<file path="src/rtl/fp_extend_serializer.sv">
// fp_extend_serializer: aligns a fixed-point sample to the internal format and shifts it out bit-serially.
// Define FP_SER_MSB_FIRST_EN to shift MSB first; the default build shifts LSB first.
module fp_extend_serializer #(
    parameter int NB_XI  = 16,
    parameter int NBF_XI = 15,
    parameter int NB_XO  = 32,
    parameter int NBF_XO = 30
) (
    input  logic              clk,
    input  logic              i_rst,
    input  logic [NB_XI-1:0]  i_data,
    input  logic              i_valid,
    output logic              o_ready,
    output logic              o_bit,
    output logic              o_bit_valid,
    output logic              o_first,
    output logic              o_last,
    output logic              o_sat
);

    localparam int WW  = NB_XI + NB_XO;
    localparam int SHL = (NBF_XO >= NBF_XI) ? NBF_XO - NBF_XI : 0;
    localparam int SHR = (NBF_XO >= NBF_XI) ? 0 : NBF_XI - NBF_XO;
    localparam int CW  = (NB_XO > 1) ? $clog2(NB_XO) : 1;
    localparam logic [CW-1:0] LAST     = CW'(NB_XO - 1);
    localparam logic [CW-1:0] PRE_LAST = CW'(NB_XO - 2);

    typedef enum logic {
        IDLE,
        SHIFT
    } state_t;

    state_t           state;
    logic [CW-1:0]    cnt;
    logic [NB_XO-1:0] sr;
    logic [NB_XO-1:0] sr_shift;

    logic signed [WW-1:0] ext;
    logic signed [WW-1:0] shl;
    logic signed [WW-1:0] wide;
    logic [NB_XI:0]       top;
    logic                 sign;
    logic                 overflow;
    logic [NB_XO-1:0]     aligned;
    logic                 accept;

    // Arithmetic shifts give zero-padding or floor truncation of the fraction.
    always_comb begin
        sign     = i_data[NB_XI-1];
        ext      = {{NB_XO{sign}}, i_data};
        shl      = ext <<< SHL;
        wide     = shl >>> SHR;
        top      = wide[WW-1:NB_XO-1];
        overflow = ~((&top) | ~(|top));
        if (overflow) begin
            aligned = {sign, {(NB_XO-1){~sign}}};
        end else begin
            aligned = wide[NB_XO-1:0];
        end
    end

    assign o_ready = ~i_rst &&
                     (state == IDLE || (state == SHIFT && cnt == LAST));
    assign accept  = i_valid && o_ready;

`ifdef FP_SER_MSB_FIRST_EN
    assign o_bit    = sr[NB_XO-1];
    assign sr_shift = {sr[NB_XO-2:0], 1'b0};
`else
    assign o_bit    = sr[0];
    assign sr_shift = {1'b0, sr[NB_XO-1:1]};
`endif

    always_ff @(posedge clk) begin
        if (i_rst) begin
            state       <= IDLE;
            cnt         <= '0;
            sr          <= '0;
            o_bit_valid <= 1'b0;
            o_first     <= 1'b0;
            o_last      <= 1'b0;
            o_sat       <= 1'b0;
        end else if (accept) begin
            state       <= SHIFT;
            cnt         <= '0;
            sr          <= aligned;
            o_bit_valid <= 1'b1;
            o_first     <= 1'b1;
            o_last      <= 1'b0;
            o_sat       <= overflow;
        end else if (state == SHIFT) begin
            if (cnt == LAST) begin
                state       <= IDLE;
                cnt         <= '0;
                sr          <= '0;
                o_bit_valid <= 1'b0;
                o_first     <= 1'b0;
                o_last      <= 1'b0;
                o_sat       <= 1'b0;
            end else begin
                cnt     <= cnt + 1'b1;
                sr      <= sr_shift;
                o_first <= 1'b0;
                o_last  <= (cnt == PRE_LAST);
            end
        end
    end

endmodule

</file>
<file path="config.mk">
export PLATFORM = sky130hd
export DESIGN_NAME = fp_extend_serializer
export DESIGN_NICKNAME = d
export VERILOG_FILES = /design/src/rtl/fp_extend_serializer.sv
export SDC_FILE = /design/constraint.sdc
export NUM_CORES = 1
export LEC_CHECK = 0
export ABC_CLOCK_PERIOD_IN_PS = 1700
export CELL_PAD_IN_SITES_DETAIL_PLACEMENT = 1
export CELL_PAD_IN_SITES_GLOBAL_PLACEMENT = 1
export CORE_UTILIZATION = 37
export CTS_CLUSTER_SIZE = 10
export DETAILED_ROUTE_END_ITERATION = 12
export PLACE_DENSITY_LB_ADDON = 0.1
export SYNTH_ARGS = -nofsm -noshare
export SYNTH_HDL_FRONTEND = slang
export SYNTH_SLANG_ARGS = --single-unit
</file>
<file path="constraint.sdc">
create_clock -name clk -period 1.7 [get_ports clk]
set_input_delay 0.425 -clock clk [delete_from_list [all_inputs] [get_ports clk]]
set_output_delay 0.425 -clock clk [all_outputs]
set_load 0.01 [all_outputs]
</file>
=== Word-level counts from Yosys, hierarchy flattened ===
Cells that the tools add are included.

* Flip-flop bits (word level): 41
* Output and inout bits: 6

* Add/sub/neg operators: 1
* Eq/ne operators: 2
* Mux-type cells: 13
* Bitwise gates (word level): 2
* Reductions and logical operators: 8

{| class="wikitable"
|+ Operator list
! operator !! count
|-
| $mux W32 || 2
|-
| $mux W31 || 1
|-
| $eq A5 B5 Y1 const B || 2
|-
| $mux W1 || 9
|-
| $add A5 B1 Y5 const B || 1
|-
| $mux W5 || 1
|-
| $reduce_bool A2 Y1 || 2
|-
| $logic_and A1 B1 Y1 || 3
|-
| $not A1 Y1 || 2
|-
| $reduce_and A2 Y1 || 1
|-
| $reduce_or A2 Y1 || 1
|-
| $logic_or A1 B1 Y1 || 1
|}

=== Longest topological paths before layout ===
Gate-level depths: netlist of run 1.

* Depth after elaboration: 7
* Depth in mapped cells: 8
* Mapped depth without buffers: 6

=== Least setup slack after synthesis of run 1 ===
OpenSTA, ideal clock, no wires.

* Path kind: register to output
* Start point: register cnt[1]
* End point: output port o_ready
* Arrival time: 1.408 ns
* Data required time: 1.275 ns
* Path slack: -0.133 ns
* Stages on the path, launching flop included: 7
* Buffers on the path: 1
* Cells stage by stage: dfxtp_1 ha_1 and3_1 ha_1 and2b_4 buf_2 nor2_1

* Word-level cells in the longest chain between the ends: 4

{| class="wikitable"
|+ RTL lines
! item !! RTL line !! RTL
|-
| from (decl) || 34 || <nowiki>logic [CW-1:0] cnt;</nowiki>
|-
| from (signal assigned) || 101 || <nowiki>cnt <= cnt + 1'b1;</nowiki>
|-
| $eq A5 B5 Y1 || 63 || <nowiki>(state == IDLE || (state == SHIFT && cnt == LAST));</nowiki>
|-
| $logic_and A1 B1 Y1 || 63 ||
|-
| $logic_or A1 B1 Y1 || 63 ||
|-
| $logic_and A1 B1 Y1 || 62 || <nowiki>assign o_ready = ~i_rst &&</nowiki>
|-
| to (decl) || 13 || <nowiki>output logic o_ready,</nowiki>
|}

Every way passes these cells.

=== Final worst setup path of run 1 ===
* Start point: register cnt[0]
* End point: output port o_ready

Same word-level chain as after synthesis.

==> metrics.md, run 1 <==
| Metric | Value |
|---|---|
| Status | `finished with violations` |
| Failing checks | `setup timing` |
| Fmax | `508 MHz` |
| Hold_buf cts | `0` |
| Cell area after synthesis | `1900 um^2` |
| WL/cell | `16.4 um` |
| Beginning of the worst hold path | `sr[5]` |
| Switching power | `568 uW` |
| Syn nets | `238` |
| P_leak | `0.936 nW` |
| Synth warn | `0` |
| Peak supply drop | `0.446 mV` |
| Fin. Hold Viols | `0` |
| Diodes inserted | `0` |
| Synth top area share | `43.1%` |
| Synth top area cells | `dfxtp_1, a211oi_2, a22oi_1` |
| Worst Path Max Fanout | `2` |
| CP Class | `flop to primary output` |
| Total CTS buffers | `5` |
| Core footprint | `4850 um^2` |
| Max-Cap Viols | `0` |
| Nets | `281` |
| RSZ-0062 raised after global routing | `yes` |
| Final setup viols | `38` |
| Pwr Total | `2.20 mW` |
| Skew final | `0.00562 ns` |
| Synth unique cells | `34` |
| Number of fill cells | `542` |
| Initial Util | `39.3%` |
| Hold Crit Class | `flop to flop` |
| CTS tree | `done` |
| Fin crit share | `116%` |
| Routed wire length | `5.35 mm` |
| HPWL Detailed | `3.38 mm` |
| Most common cell in the netlist | `dfxtp_1` |
| Drt pass-1 iters | `4` |
| Reg2Reg Depth | `8` |
| Initial antenna violation count | `0` |
| Worst EP required | `1.27 ns` |
| Number of synthesized register bits | `41` |
| Via count | `1736` |
| Max clock buf depth | `2` |
| Seq pwr share | `47.0%` |
| Post-synth top cells | `dfxtp_1, nor2_1, a21oi_1, nand2_1, o21ai_0` |
| Antenna-violating nets left | `0` |
| Worst R2R Setup Slack | `-0.18 ns` |
| Gr ovfl total | `0` |
| H-Tree Depth | `2` |
| Syn_area_per_cell | `8.81 um^2` |
| Capture point of the worst reg-to-reg path | `sr[21]` |
| Share of layout cells above drive strength 1 | `31.2%` |
| Vias per cell | `5.31` |
| Register area share after synthesis | `43.1%` |
| Io pins | `25` |
| Worst hold endpoint | `sr[5]` |
| Initial DRC Count | `67` |
| Area of the multi-input gates | `1080 um^2` |
| Setup_tns | `-6.10 ns` |
| Clock period minus worst slack | `1.97 ns` |
| CTS root buffer | `clkbuf_8` |
| Total track usage | `21.2%` |
| Port Buffer Count | `23` |
| # rows | `25` |
| Worst setup margin | `-0.269 ns` |
| Reg-to-Reg Start | `cnt[1]` |
| DR DRC count | `0` |
| Worst Hold Path Cells | `2` |
| Register Area | `826 um^2` |
| Share of power burned in combinational logic | `16.7%` |
| Cell count after synthesis | `216` |
| Die H | `73.7 um` |
| Total die area | `5430 um^2` |
| GP Congestion | `0.715` |
| Crit path DAT | `1.54 ns` |
| Clock power share | `36.3%` |
| Leading area contributor after synthesis | `dfxtp_1` |
| FFs w/ async S/R, synth | `0%` |
| Area growth, synth to finish | `42.3%` |
| PD cells | `812 nW/um^2` |
| Pin count of the biggest net entering global routing | `26` |
| CTS clk-pin slew, worst paths | `0.08 ns` |
| Slew Viols, Final | `0` |
| Top_reg_cell synth | `dfxtp_1` |
| Vias in the first global route | `1805` |
| First-pass GRT wire length | `8.78 mm` |
| Die Wd | `73.7 um` |
| Clk_lat worst skew | `0.29 ns` |
| Setup crit end kind | `primary output` |
| Switching Fraction | `25.8%` |
| CTS sink count | `41` |
| P_int | `1.63 mW` |
| EDFF count, synth | `0` |
| Worst setup SP type | `flop` |
[power by group through the flow]
stage,logic (mW),clock network [mW],registers [mW]
floorplan,0.172,0,1.05
global placement,0.282,0,1.05
detailed placement,0.298,0,1.05
CTS,0.351,0.819,1.03
global route,0.397,0.855,1.04
finish,0.367,0.799,1.03
[how the worst max path moves through the flow]
stage / startpoint / to / slack, ns / depth (start not counted)
2_1_floorplan: cnt[1] / o_ready / 0.005 / 6
3_3_place_gp: i_rst / o_ready / -0.38 / 3
3_5_place_dp: i_rst / o_ready / -0.39 / 3
4_1_cts: cnt[0] / o_ready / -0.28 / 6
5_1_grt: cnt[0] / o_ready / -0.32 / 6
6_report: cnt[0] / o_ready / -0.27 / 6
[cell type report]
type | instances | share of cell area [%]
clock buffers | 5 | 2.54
clock inverters | 3 | 1.71
inverters | 2 | 0.277
multi-input cells | 152 | 40.0
flip-flops and latches | 41 | 30.5
well taps | 67 | 3.09
repair buffers | 57 | 21.9
[through the flow]
stage	worst slack (ns)	std cells	util, %	area [um^2]	hold slack (ns)
2_1_floorplan	0.00463	216	-	1930	0.440
3_3_place_gp	-0.384	309	48.2	2340	0.446
3_5_place_dp	-0.386	309	48.2	2340	0.455
4_1_cts	-0.280	323	54.9	2660	0.468
5_1_grt	-0.318	327	55.9	2710	0.482
6_report	-0.269	327	55.9	2710	0.466
[metal layers]
layer	wire length, um	up-vias	GRT usage, %
li1	-	855	-
met1	2560	850	26.5
met2	2600	26	37.1
met3	161	5	4.39
met4	34	0	4.91
met5	0	-	0
[placed cells by master, fill, tap and decap left out, types with 4 or more instances in the layout]
master and instances:
nand3b_1 16, clkdlybuf4s50_1 22, a22oi_2 15, dfxtp_1 39, a211oi_1 4, nand2_1 19
buf_4 26, nor2_1 21, a21oi_1 21, o21ai_0 17, a211oi_2 12, buf_12 7
clkbuf_8 5
[timing repair]
item | in CTS | in global routing
resized for setup | 34 | 2
endpoints found under the setup margin | 38 | 39
pin swaps | 6 | 2
gates cloned | 1 | 0
buffers inserted | 5 | 5
[state kept, by name, indices dropped and copies added (netlist names)]
signal       count
sr              32
cnt              5
state            1
o_last           1
o_first          1
o_bit_valid      1
[cell families after synthesis]
| kind of cell | count (synthesis) | share of synthesized area, % |
|---|---|---|
| buffers and inverters | 23 | 6.90 |
| flip-flops | 41 | 43.1 |
| AO/OA/AOI/OAI | 74 | 26.7 |
| adder cells (fa/ha/maj) | 3 | 1.97 |
| other | 1 | 0.197 |
| AND/OR/NAND/NOR | 71 | 19.5 |
| multiplexers | 3 | 1.64 |
[critical path, cell delays in order, from the launching register on]
cell,delay (ns)
dfxtp_4,0.36
ha_4,0.16
and3_4,0.18
ha_4,0.15
and2b_4,0.25
nor2_4,0.03
buf_6,0.12
Power figures use the tool's default switching activity.
==> run 2, diff against run 1 <==
- CELL_PAD_IN_SITES_DETAIL_PLACEMENT: 1 -> unset
- CELL_PAD_IN_SITES_GLOBAL_PLACEMENT: 1 -> unset
- CORE_UTILIZATION: 37 -> 45
- GPL_ROUTABILITY_DRIVEN: unset -> 0
- PLACE_DENSITY: unset -> 0.7
- PLACE_DENSITY_LB_ADDON: 0.1 -> unset
==> run 2 against run 1 <==
- the flow still finishes with violations (setup timing)
- power increased by 5.1%
- worst hold slack got worse by 0.012 ns
- first-iteration DRC count increased by 78%
- clock power increased by 21%
- non-clock buffer count decreased by 9
- fmax increased by 0.67%
- core utilization increased by 7.4 points
- final cell count decreased by 8.0%
- global-route usage decreased by 0.73 points
- clock skew decreased by 0.00065 ns
- routed wire length decreased by 20%
- critical path type unchanged
==> metrics.md, run 2 (synthesis results as in run 1) <==
| Metric | Value |
|---|---|
| Status | `finished with violations` |
| Failing checks | `setup timing` |
| Crit path DAT | `1.53 ns` |
| Worst Path Max Fanout | `2` |
| CP dominant cell by count | `ha_4` |
| Skew final | `0.00496 ns` |
| Worst stage delay on the critical path | `0.34 ns` |
| Pin count of the biggest net entering global routing | `26` |
| CTS sink count | `41` |
| CP Class | `flop to primary output` |
| CTS root buffer | `clkbuf_8` |
| HPWL Detailed | `2.59 mm` |
| Pwr Total | `2.31 mW` |
| Die H | `67.0 um` |
| Nets | `272` |
| WL/cell | `14.2 um` |
| Seq pwr share | `44.6%` |
| Share of layout cells above drive strength 1 | `25.5%` |
| CP delay by family, top | `simple AND/OR/NAND/NOR gates` |
| Worst EP required | `1.27 ns` |
| Critical-path cell list | `ha_4 > and3_4 > ha_4 > and2b_4 > nor2_4 > buf_6` |
| Most flops, register | `sr` |
| Switching power | `556 uW` |
| Switching Fraction | `24.1%` |
| Io pins | `25` |
| Final setup viols | `38` |
| CP max stage cell | `dfxtp_2` |
| Core footprint | `4030 um^2` |
| Share of power burned in combinational logic | `13.8%` |
| Worst setup SP type | `flop` |
| # rows | `23` |
| Largest regs | `sr: 32 flops, cnt: 5 flops` |
| Placed Instances | `291` |
| CTS tree | `done` |
| Vias in the first global route | `1491` |
| Initial antenna violation count | `0` |
| Hold Crit Class | `flop to flop` |
| RSZ-0062 raised after global routing | `yes` |
| Vias per cell | `5.55` |
| Routed wire length | `4.28 mm` |
| Largest register FFs | `32` |
| Final core utilization | `63.3%` |
| PD cells | `906 nW/um^2` |
| Antenna-violating nets left | `0` |
| H-Tree Depth | `2` |
| Clock period minus worst slack | `1.96 ns` |
| First-pass GRT wire length | `6.88 mm` |
| Total track usage | `20.5%` |
| Diodes inserted | `0` |
| Fmax | `511 MHz` |
| Initial DRC Count | `119` |
| Fin area | `2550 um^2` |
| Total CTS buffers | `5` |
| Clk_lat worst skew | `0.30 ns` |
| Port Buffer Count | `23` |
| WP buf/inv | `1` |
| Non-filler instance count after layout | `301` |
| WHS | `0.454 ns` |
| Setup crit end kind | `primary output` |
| Worst setup margin | `-0.256 ns` |
| Die Wd | `67.0 um` |
| Slew Viols, Final | `0` |
| P_int | `1.76 mW` |
| CTS clk-pin slew, worst paths | `0.09 ns` |
| Fin. Hold Viols | `0` |
| Max-Cap Viols | `0` |
| Max clock buf depth | `2` |
| P_leak | `0.883 nW` |
| Total die area | `4490 um^2` |
| Commonest non-fill, non-tap cells in the layout | `dfxtp_1, nor2_1, clkdlybuf4s50_1, buf_4, a21oi_1` |
| Via count | `1671` |
| Area growth, synth to finish | `34.0%` |
| Drt pass-1 iters | `4` |
| Fin crit share | `115%` |
| Most common cell after layout, fill and taps aside | `dfxtp_1` |
| Clock power share | `41.7%` |
| Peak supply drop | `0.589 mV` |
| DP Area | `2290 um^2` |
| Initial Util | `47.2%` |
| Gr ovfl total | `0` |
| Number of fill cells | `328` |
| DR DRC count | `0` |
## run 2: final cells by class
class | count | area (um^2) | area share [%]
multi-input cells | 152 | 1040 | 41.0
repair buffers | 48 | 474 | 18.6
inverters | 2 | 7.51 | 0.294
flip-flops and latches | 41 | 823 | 32.3
clock buffers | 5 | 68.8 | 2.70
well taps | 50 | 62.6 | 2.45
clock inverters | 3 | 68.8 | 2.70
## run 2: power groups by stage
| stage | Combinational [mW] | Clock (mW) | Sequential, mW |
|---|---|---|---|
| after floorplan | 0.172 | 0 | 1.05 |
| after global placement | 0.282 | 0 | 1.05 |
| after detailed placement | 0.286 | 0 | 1.05 |
| after CTS | 0.295 | 0.975 | 1.03 |
| after global routing | 0.346 | 1.00 | 1.03 |
| final | 0.318 | 0.963 | 1.03 |
## run 2: final timing paths
check	from	end	slack (ns)	cells after the start
setup / recovery	cnt[1]	o_ready	-0.26	6
hold / removal	sr[0]	sr[0]	0.45	2
setup reg to reg	cnt[1]	sr[21]	-0.10	8
hold reg to reg	sr[0]	sr[0]	0.45	2
## run 2: through the flow
stage               TNS, ns  setup WS, ns
global placement      -7.74        -0.324
detailed placement    -8.34        -0.329
floorplan                 0       0.00463
global route          -5.31        -0.293
CTS                   -2.46        -0.257
finish                -2.16        -0.256
## run 2: metal layers
layer | wire length, um | GRT usage (%) | share of wire, %
met5 | 0 | 0 | 0
met4 | 51 | 8.78 | 1.2
met3 | 131 | 4.28 | 3.1
met2 | 2030 | 30.9 | 47
met1 | 2070 | 27.7 | 48
## run 2: worst register-to-register path, delay by kind of cell, from the launching register on
kind	cells	cell delay, ns
flip-flops	1	0.36
buffers and inverters	2	0.29
adder cells (fa/ha/maj)	2	0.25
AO/OA/AOI/OAI	1	0.11
AND/OR/NAND/NOR	3	0.73
## run 2: repair_timing
item                       4_1_cts  5_1_grt
pin swaps                        2        2
setup endpoints to repair       38       38
gates resized for setup         13        9
cloned                           0        1
setup buffers                    0        1
hold buffers                     0        0
